## src/rtl/fft_pkg.sv

```systemverilog
// Shared types for the radix-2 FFT sequencer: sample format and controller states.
package fft_pkg;

    localparam int FRAC_BITS = 11;

    typedef struct packed {
        logic signed [15:0] re;
        logic signed [15:0] im;
    } cplx_t;

    typedef enum logic [1:0] {IDLE, RUN, DRAIN, DONE} fft_state_e;

endpackage

```

## src/rtl/fft_ctrl_addr_gen.sv

```systemverilog
// Butterfly address generator: (stage s, butterfly k) -> RAM pair (a, b) and twiddle index.
module fft_addr_gen
    import fft_pkg::*;
#(
    parameter int LOG2N = 3,
    parameter int SW    = $clog2(LOG2N) + 1
) (
    input  logic [SW-1:0]    s,
    input  logic [LOG2N-2:0] k,
    output logic [LOG2N-1:0] a,
    output logic [LOG2N-1:0] b,
    output logic [LOG2N-2:0] tw
);

    logic [LOG2N-1:0] kw;
    logic [LOG2N-1:0] span;
    logic [LOG2N-1:0] lo;

    always_comb begin
        kw   = {1'b0, k};
        span = LOG2N'(1) << s;
        lo   = kw & (span - LOG2N'(1));
        // insert a zero at bit s of k: upper bits move up one place, lower bits stay
        a    = ((kw >> s) << (s + SW'(1))) | lo;
        b    = a + span;
        tw   = (LOG2N-1)'(lo << (SW'(LOG2N - 1) - s));
    end

endmodule

```

## src/rtl/fft_ctrl.sv

```systemverilog
// In-place radix-2 DIT FFT sequencer: issues one butterfly read per cycle and replays
// the addresses RD_LAT cycles later as the write-back of the butterfly outputs.
module fft_ctrl
    import fft_pkg::*;
#(
    parameter int LOG2N  = 3,
    parameter int RD_LAT = 1
) (
    input  logic                   clk,
    input  logic                   rst,
    input  logic                   start,
    input  logic                   abort,
    output logic                   busy,
    output logic                   done,
    output logic [$clog2(LOG2N):0] stage,
    output logic                   rd_en,
    output logic [LOG2N-1:0]       rd_addr_a,
    output logic [LOG2N-1:0]       rd_addr_b,
    output logic [LOG2N-2:0]       tw_addr,
    output logic                   wr_en,
    output logic [LOG2N-1:0]       wr_addr_a,
    output logic [LOG2N-1:0]       wr_addr_b
);

    localparam int SW = $clog2(LOG2N) + 1;
    localparam int AW = LOG2N;
    localparam int KW = LOG2N - 1;

    fft_state_e          state_q, state_d;
    logic [SW-1:0]       stage_q, stage_d;
    logic [KW-1:0]       k_q, k_d;
    logic [1:0]          drain_q, drain_d;

    logic                rd_en_q, rd_en_d;
    logic [AW-1:0]       rd_a_q, rd_a_d;
    logic [AW-1:0]       rd_b_q, rd_b_d;
    logic [KW-1:0]       tw_q, tw_d;

    logic [RD_LAT-1:0]           dly_vld_q, dly_vld_d;
    logic [RD_LAT-1:0][AW-1:0]   dly_a_q, dly_a_d;
    logic [RD_LAT-1:0][AW-1:0]   dly_b_q, dly_b_d;

    logic [AW-1:0]       gen_a, gen_b;
    logic [KW-1:0]       gen_tw;

    // Addresses are generated from the next-state counters so the read strobe and
    // its addresses appear together in the first RUN cycle.
    fft_addr_gen #(.LOG2N(LOG2N), .SW(SW)) u_addr_gen (
        .s  (stage_d),
        .k  (k_d),
        .a  (gen_a),
        .b  (gen_b),
        .tw (gen_tw)
    );

    always_comb begin
        state_d = state_q;
        stage_d = stage_q;
        k_d     = k_q;
        drain_d = drain_q;
        case (state_q)
            IDLE: begin
                if (start && !abort) begin
                    state_d = RUN;
                    stage_d = '0;
                    k_d     = '0;
                end
            end
            RUN: begin
                if (&k_q) begin
                    state_d = DRAIN;
                    k_d     = '0;
                    drain_d = '0;
                end else begin
                    k_d = k_q + KW'(1);
                end
            end
            DRAIN: begin
                if (drain_q == 2'(RD_LAT - 1)) begin
                    if (stage_q == SW'(LOG2N - 1)) begin
                        state_d = DONE;
                    end else begin
                        state_d = RUN;
                        stage_d = stage_q + SW'(1);
                    end
                end else begin
                    drain_d = drain_q + 2'd1;
                end
            end
            DONE: state_d = IDLE;
            default: state_d = IDLE;
        endcase
        if (abort) begin
            state_d = IDLE;
        end

        rd_en_d = (state_d == RUN);
        rd_a_d  = rd_en_d ? gen_a  : '0;
        rd_b_d  = rd_en_d ? gen_b  : '0;
        tw_d    = rd_en_d ? gen_tw : '0;
    end

    always_comb begin
        dly_vld_d    = dly_vld_q;
        dly_a_d      = dly_a_q;
        dly_b_d      = dly_b_q;
        dly_vld_d[0] = rd_en_q;
        dly_a_d[0]   = rd_a_q;
        dly_b_d[0]   = rd_b_q;
        for (int i = 1; i < RD_LAT; i++) begin
            dly_vld_d[i] = dly_vld_q[i-1];
            dly_a_d[i]   = dly_a_q[i-1];
            dly_b_d[i]   = dly_b_q[i-1];
        end
        // reads already in flight must never write back after a cancel
        if (abort) begin
            dly_vld_d = '0;
            dly_a_d   = '0;
            dly_b_d   = '0;
        end
    end

    always_ff @(posedge clk or posedge rst) begin
        if (rst) begin
            state_q   <= IDLE;
            stage_q   <= '0;
            k_q       <= '0;
            drain_q   <= '0;
            rd_en_q   <= 1'b0;
            rd_a_q    <= '0;
            rd_b_q    <= '0;
            tw_q      <= '0;
            dly_vld_q <= '0;
            dly_a_q   <= '0;
            dly_b_q   <= '0;
        end else begin
            state_q   <= state_d;
            stage_q   <= stage_d;
            k_q       <= k_d;
            drain_q   <= drain_d;
            rd_en_q   <= rd_en_d;
            rd_a_q    <= rd_a_d;
            rd_b_q    <= rd_b_d;
            tw_q      <= tw_d;
            dly_vld_q <= dly_vld_d;
            dly_a_q   <= dly_a_d;
            dly_b_q   <= dly_b_d;
        end
    end

    assign busy      = (state_q == RUN) || (state_q == DRAIN);
    assign done      = (state_q == DONE);
    assign stage     = stage_q;
    assign rd_en     = rd_en_q;
    assign rd_addr_a = rd_a_q;
    assign rd_addr_b = rd_b_q;
    assign tw_addr   = tw_q;
    assign wr_en     = dly_vld_q[RD_LAT-1];
    assign wr_addr_a = dly_a_q[RD_LAT-1];
    assign wr_addr_b = dly_b_q[RD_LAT-1];

endmodule
```

## config.mk

```make
export PLATFORM = sky130hd
export DESIGN_NAME = fft_ctrl
export DESIGN_NICKNAME = d
export VERILOG_FILES = /design/src/rtl/fft_pkg.sv /design/src/rtl/fft_ctrl_addr_gen.sv /design/src/rtl/fft_ctrl.sv
export SDC_FILE = /design/constraint.sdc
export NUM_CORES = 1
export LEC_CHECK = 0
export CORE_MARGIN = 4
export CORE_UTILIZATION = 40
export DETAILED_ROUTE_END_ITERATION = 7
export HOLD_SLACK_MARGIN = 0.15
export PLACE_DENSITY = 0.65
export SLEW_MARGIN = 25
export SYNTH_ARGS = -nofsm -noshare
export SYNTH_HDL_FRONTEND = slang
export SYNTH_SLANG_ARGS = --single-unit
```

## constraint.sdc

```tcl
create_clock -name clk -period 2.95 [get_ports clk]
set_input_delay 0.59 -clock clk [delete_from_list [all_inputs] [get_ports clk]]
set_output_delay 0.59 -clock clk [all_outputs]
set_load 0.02 [all_outputs]
```

==> results.txt <==
The flow ran to the end, but the final reports show violations. The final reports fail on negative setup slack. 25 I/O pins were placed. The floorplan step set the die width to 69.4 um. After layout, the design draws a total of 0.00161 W. The path class of the tightest hold or removal check is register to register. The multiplexer share of the synthesized area came out at 2.74%.

TritonCTS built the clock tree. After synthesis, the largest family of logic cells by area is simple AND/OR/NAND/NOR gates. The final wirelength is 3.99 mm. The highest fanout seen on the critical path is 3. Summing the areas of all and, or, nand and nor instances in the mapped netlist gives 19.1% of the synthesized area. Global routing consumed, over all layers together, 16.9% of the routing resources. The share of async-settable or async-resettable flops after synthesis is 100%.

The compound-gate portion of the synthesized area came out at 17.1%. Across the routed clock network, the largest skew measured is 0.00391 ns. The synthesized netlist contains 49 unique library cells. For this run, the number of Yosys warnings is 0.

The upper clock frequency limit came out at 331 MHz. The kind of end point of the critical path is a register. The cell depth of the worst min-delay path is 1. The number of failing setup endpoints in the final timing report is 2. The average wire per cell in the routed design is 14.7 um.

The clock transition at the registers of the reported paths came out at 0.09 ns. The static leakage came out at 1.07 nW. The gate count after technology mapping is 145. Leaving out fill and tap cells, the most frequent cell in the layout is sky130_fd_sc_hd__buf_4. In the synthesized netlist the dominant register cell turns out to be sky130_fd_sc_hd__dfrtp_1. Detailed placement finished with a half-perimeter wire length of 2.88 mm.

The first detailed-routing pass ran for 4 iterations. The worst setup slack before clock tree synthesis came out at -0.532 ns. The number of buffers inserted during clock tree synthesis is 3.

The area growth from synthesis to final layout came out at 56.5%. The post-synthesis share of cell area spent on full adders, half adders and majority gates is 12.1%. The logic depth of the worst register-to-register path came out at 17. The worst slew margin relative to its limit is 54.9%.

In this run the critical register-to-register path is launched from stage[0]$_DFF_PP0_. The reported max-cap violation count is 0. The signal arrival time at the worst endpoint came out at 3.22 ns.

The global placement routability congestion is 0.967. In this run the critical register-to-register path is captured at rd_addr_a[0]$_DFF_PP0_. The worst path setup slack after routing came out at -0.0694 ns. Setup repair after global routing could not meet its margin everywhere. The number of nets in the final layout came out at 243. Synthesis produced a netlist with a net count of 163. The number of H-tree branching levels is 1.

The netlist area before placement is 1510 sq um. The core region area is 3660 sq um. The data required time at the worst endpoint is 3.15 ns. The proportion of layout cells with a drive suffix above 1 came out at 41.5%.

The first-pass GRT wire length is 6.59 mm. The via density per instance is 5.13. In the routed design, unresolved DRC markers number 0. The portion of the clock cycle consumed by the worst path in the final layout came out at 102%.

The number of buffers between clock root and the deepest sink came out at 2. The count of final hold-check violations came out at 0. The number of sinks handled by clock tree synthesis is 25.

The number of inserted diodes came out at 0. The effective utilization at floorplan came out at 41.2%. Entering global routing, the biggest net connects 19 pins. The routed layout has 1394 vias. The max-slew violation count came to 0. The residual overflow from global routing came out at 0. The mean instance size in the synthesized netlist came out at 10.4 sq um. The via count of the first global-routing pass is 1452. The worst setup path is launched from a register. Sequential cells were found to cover 41.5% of the synthesized design area. The smallest clock period supported by the final layout is computed as 3.02 ns.

The minimum hold slack is 0.496 ns. Counting flops with a built-in enable in the synthesized netlist gives 0. The height of the die is 69.4 um. The transition at the pin with the smallest max-transition slack is 0.675 ns.

Dividing total power by cell area gives a power density of 681 nW/um^2. The area enclosed by the die boundary is 4820 sq um. Clock tree synthesis selected as its root buffer the cell sky130_fd_sc_hd__clkbuf_8.

The critical hold path startpoint is rd_addr_b[0]$_DFF_PP0_. The post-synthesis register bit count came out at 25. The peak supply drop is 0.343 mV. The count of antenna-violating nets left after detailed routing came out at 0. The minimum setup slack among reg-to-reg paths came out at -0.07 ns. The initial antenna violation count came out at 0.

The critical path is of the register to register type. The fraction of synthesized cell area in xor and xnor cells came out at 1.16%. The number of rows in the core area came out at 22. The library cells used most frequently in the layout, excluding fill and tap cells, are 53 x sky130_fd_sc_hd__buf_4, 22 x sky130_fd_sc_hd__dfrtp_1, 22 x sky130_fd_sc_hd__clkdlybuf4s50_1. The worst hold endpoint is wr_addr_b[0]$_DFF_PP0_. At the later pin of the worst-skew pair, clock insertion delay measures 0.28 ns. The layout filler cell count is 275. Input and output buffers added on the ports amount to 24. For this block, the initial DRC count from the detailed router was 61.
-- cell type report --
class                           count  area, sq um  area share [%]
Multi-Input combinational cell    101          887            37.6
Clock inverter                      1         7.51           0.318
Sequential cell                    25          629            26.7
Inverter                           14         57.6            2.44
Tap cell                           48         60.1            2.54
Timing Repair Buffer               80          678            28.7
Clock buffer                        3         41.3            1.75
-- worst max-delay path by stage --
| stage | end | from | depth (start not counted) |
|---|---|---|---|
| floorplan | rd_addr_b[2]$_DFF_PP0_ | stage[0]$_DFF_PP0_ | 16 |
| global placement | rd_addr_b[2]$_DFF_PP0_ | abort | 14 |
| detailed placement | rd_addr_b[2]$_DFF_PP0_ | abort | 14 |
| CTS | rd_addr_b[2]$_DFF_PP0_ | state_q[0]$_DFF_PP0_ | 15 |
| global route | rd_addr_b[2]$_DFF_PP0_ | state_q[1]$_DFF_PP0_ | 15 |
| finish | rd_addr_a[0]$_DFF_PP0_ | stage[0]$_DFF_PP0_ | 17 |
-- cell families after synthesis --
group / Yosys count
AO/OA/AOI/OAI: 34
XOR/XNOR: 2
adder cells (fa/ha/maj): 14
buffers and inverters: 19
flip-flops: 25
multiplexers: 4
AND/OR/NAND/NOR: 47
-- through the flow --
stage | utilization [%] | TNS (ns) | std cells | area [sq um]
after floorplan | - | -0.0264 | 145 | 1550
after global placement | 57.7 | -0.651 | 253 | 2110
after detailed placement | 57.7 | -0.807 | 253 | 2110
after CTS | 62.5 | -0.00634 | 267 | 2290
after global routing | 64.5 | -0.421 | 272 | 2360
final | 64.5 | -0.109 | 272 | 2360
-- layer usage --
layer | up-vias | track usage [%] | wire length (um)
met1 | 680 | 19.0 | 1630
met3 | 13 | 1.74 | 101
met2 | 30 | 30.3 | 2120
li1 | 671 | - | -
met5 | - | 0 | 0
met4 | 0 | 10.2 | 144
-- cell usage after synthesis (3+ instances only) --
master,count,area share [%]
sky130_fd_sc_hd__o211ai_1,3,1.5
sky130_fd_sc_hd__and3_1,3,1.2
sky130_fd_sc_hd__o21ai_0,6,2.0
sky130_fd_sc_hd__inv_1,13,3.2
sky130_fd_sc_hd__dfrtp_1,25,41
sky130_fd_sc_hd__nor2b_1,13,5.4
sky130_fd_sc_hd__nand3_1,4,1.3
sky130_fd_sc_hd__a21oi_1,5,1.7
sky130_fd_sc_hd__nand2_1,6,1.5
sky130_fd_sc_hd__buf_4,3,1.5
sky130_fd_sc_hd__nand2b_1,3,1.2
sky130_fd_sc_hd__mux2i_1,3,2.0
sky130_fd_sc_hd__nor2_1,4,0.99
sky130_fd_sc_hd__ha_1,13,11
sky130_fd_sc_hd__nand4_1,3,1.2
-- sequential cells by signal (all words and copies together) (netlist names) --
signal / cells
stage: 3
rd_addr_a: 3
drain_q: 2
wr_addr_a: 3
rd_addr_b: 3
k_q: 2
wr_addr_b: 3
state_q: 2
wr_en: 1
rd_en: 1
tw_addr: 2
-- worst max-delay path: stages (launching register included) --
cell and delay, ns:
sky130_fd_sc_hd__dfrtp_2 0.42, sky130_fd_sc_hd__inv_2 0.08, sky130_fd_sc_hd__ha_4 0.15, sky130_fd_sc_hd__nand2b_4 0.06, sky130_fd_sc_hd__a211o_1 0.29, sky130_fd_sc_hd__and3_4 0.22
sky130_fd_sc_hd__ha_4 0.24, sky130_fd_sc_hd__a31oi_1 0.16, sky130_fd_sc_hd__nand4_1 0.16, sky130_fd_sc_hd__buf_4 0.18, sky130_fd_sc_hd__buf_4 0.12, sky130_fd_sc_hd__buf_4 0.12
sky130_fd_sc_hd__buf_4 0.12, sky130_fd_sc_hd__buf_4 0.12, sky130_fd_sc_hd__buf_4 0.12, sky130_fd_sc_hd__buf_4 0.12, sky130_fd_sc_hd__buf_4 0.12, sky130_fd_sc_hd__a21oi_1 0.13
-- where the power goes --
group	internal [W]	switching, W	leakage [nW]	total, W
logic	0.000485	0.000469	0.709	0.000954
registers	0.000412	0.0000322	0.335	0.000444
clock network	0.0000959	0.000113	0.0217	0.000209
total	0.000993	0.000614	1.07	0.00161
-- repair_timing --
action,4_1_cts,5_1_grt
pin swaps,7,7
hold buffers,0,0
buffers inserted,10,5
setup endpoints to repair,1,2
hold endpoints to repair,0,0
gates resized for setup,14,6
gates cloned,0,0
(Power assumes the default switching activity.)
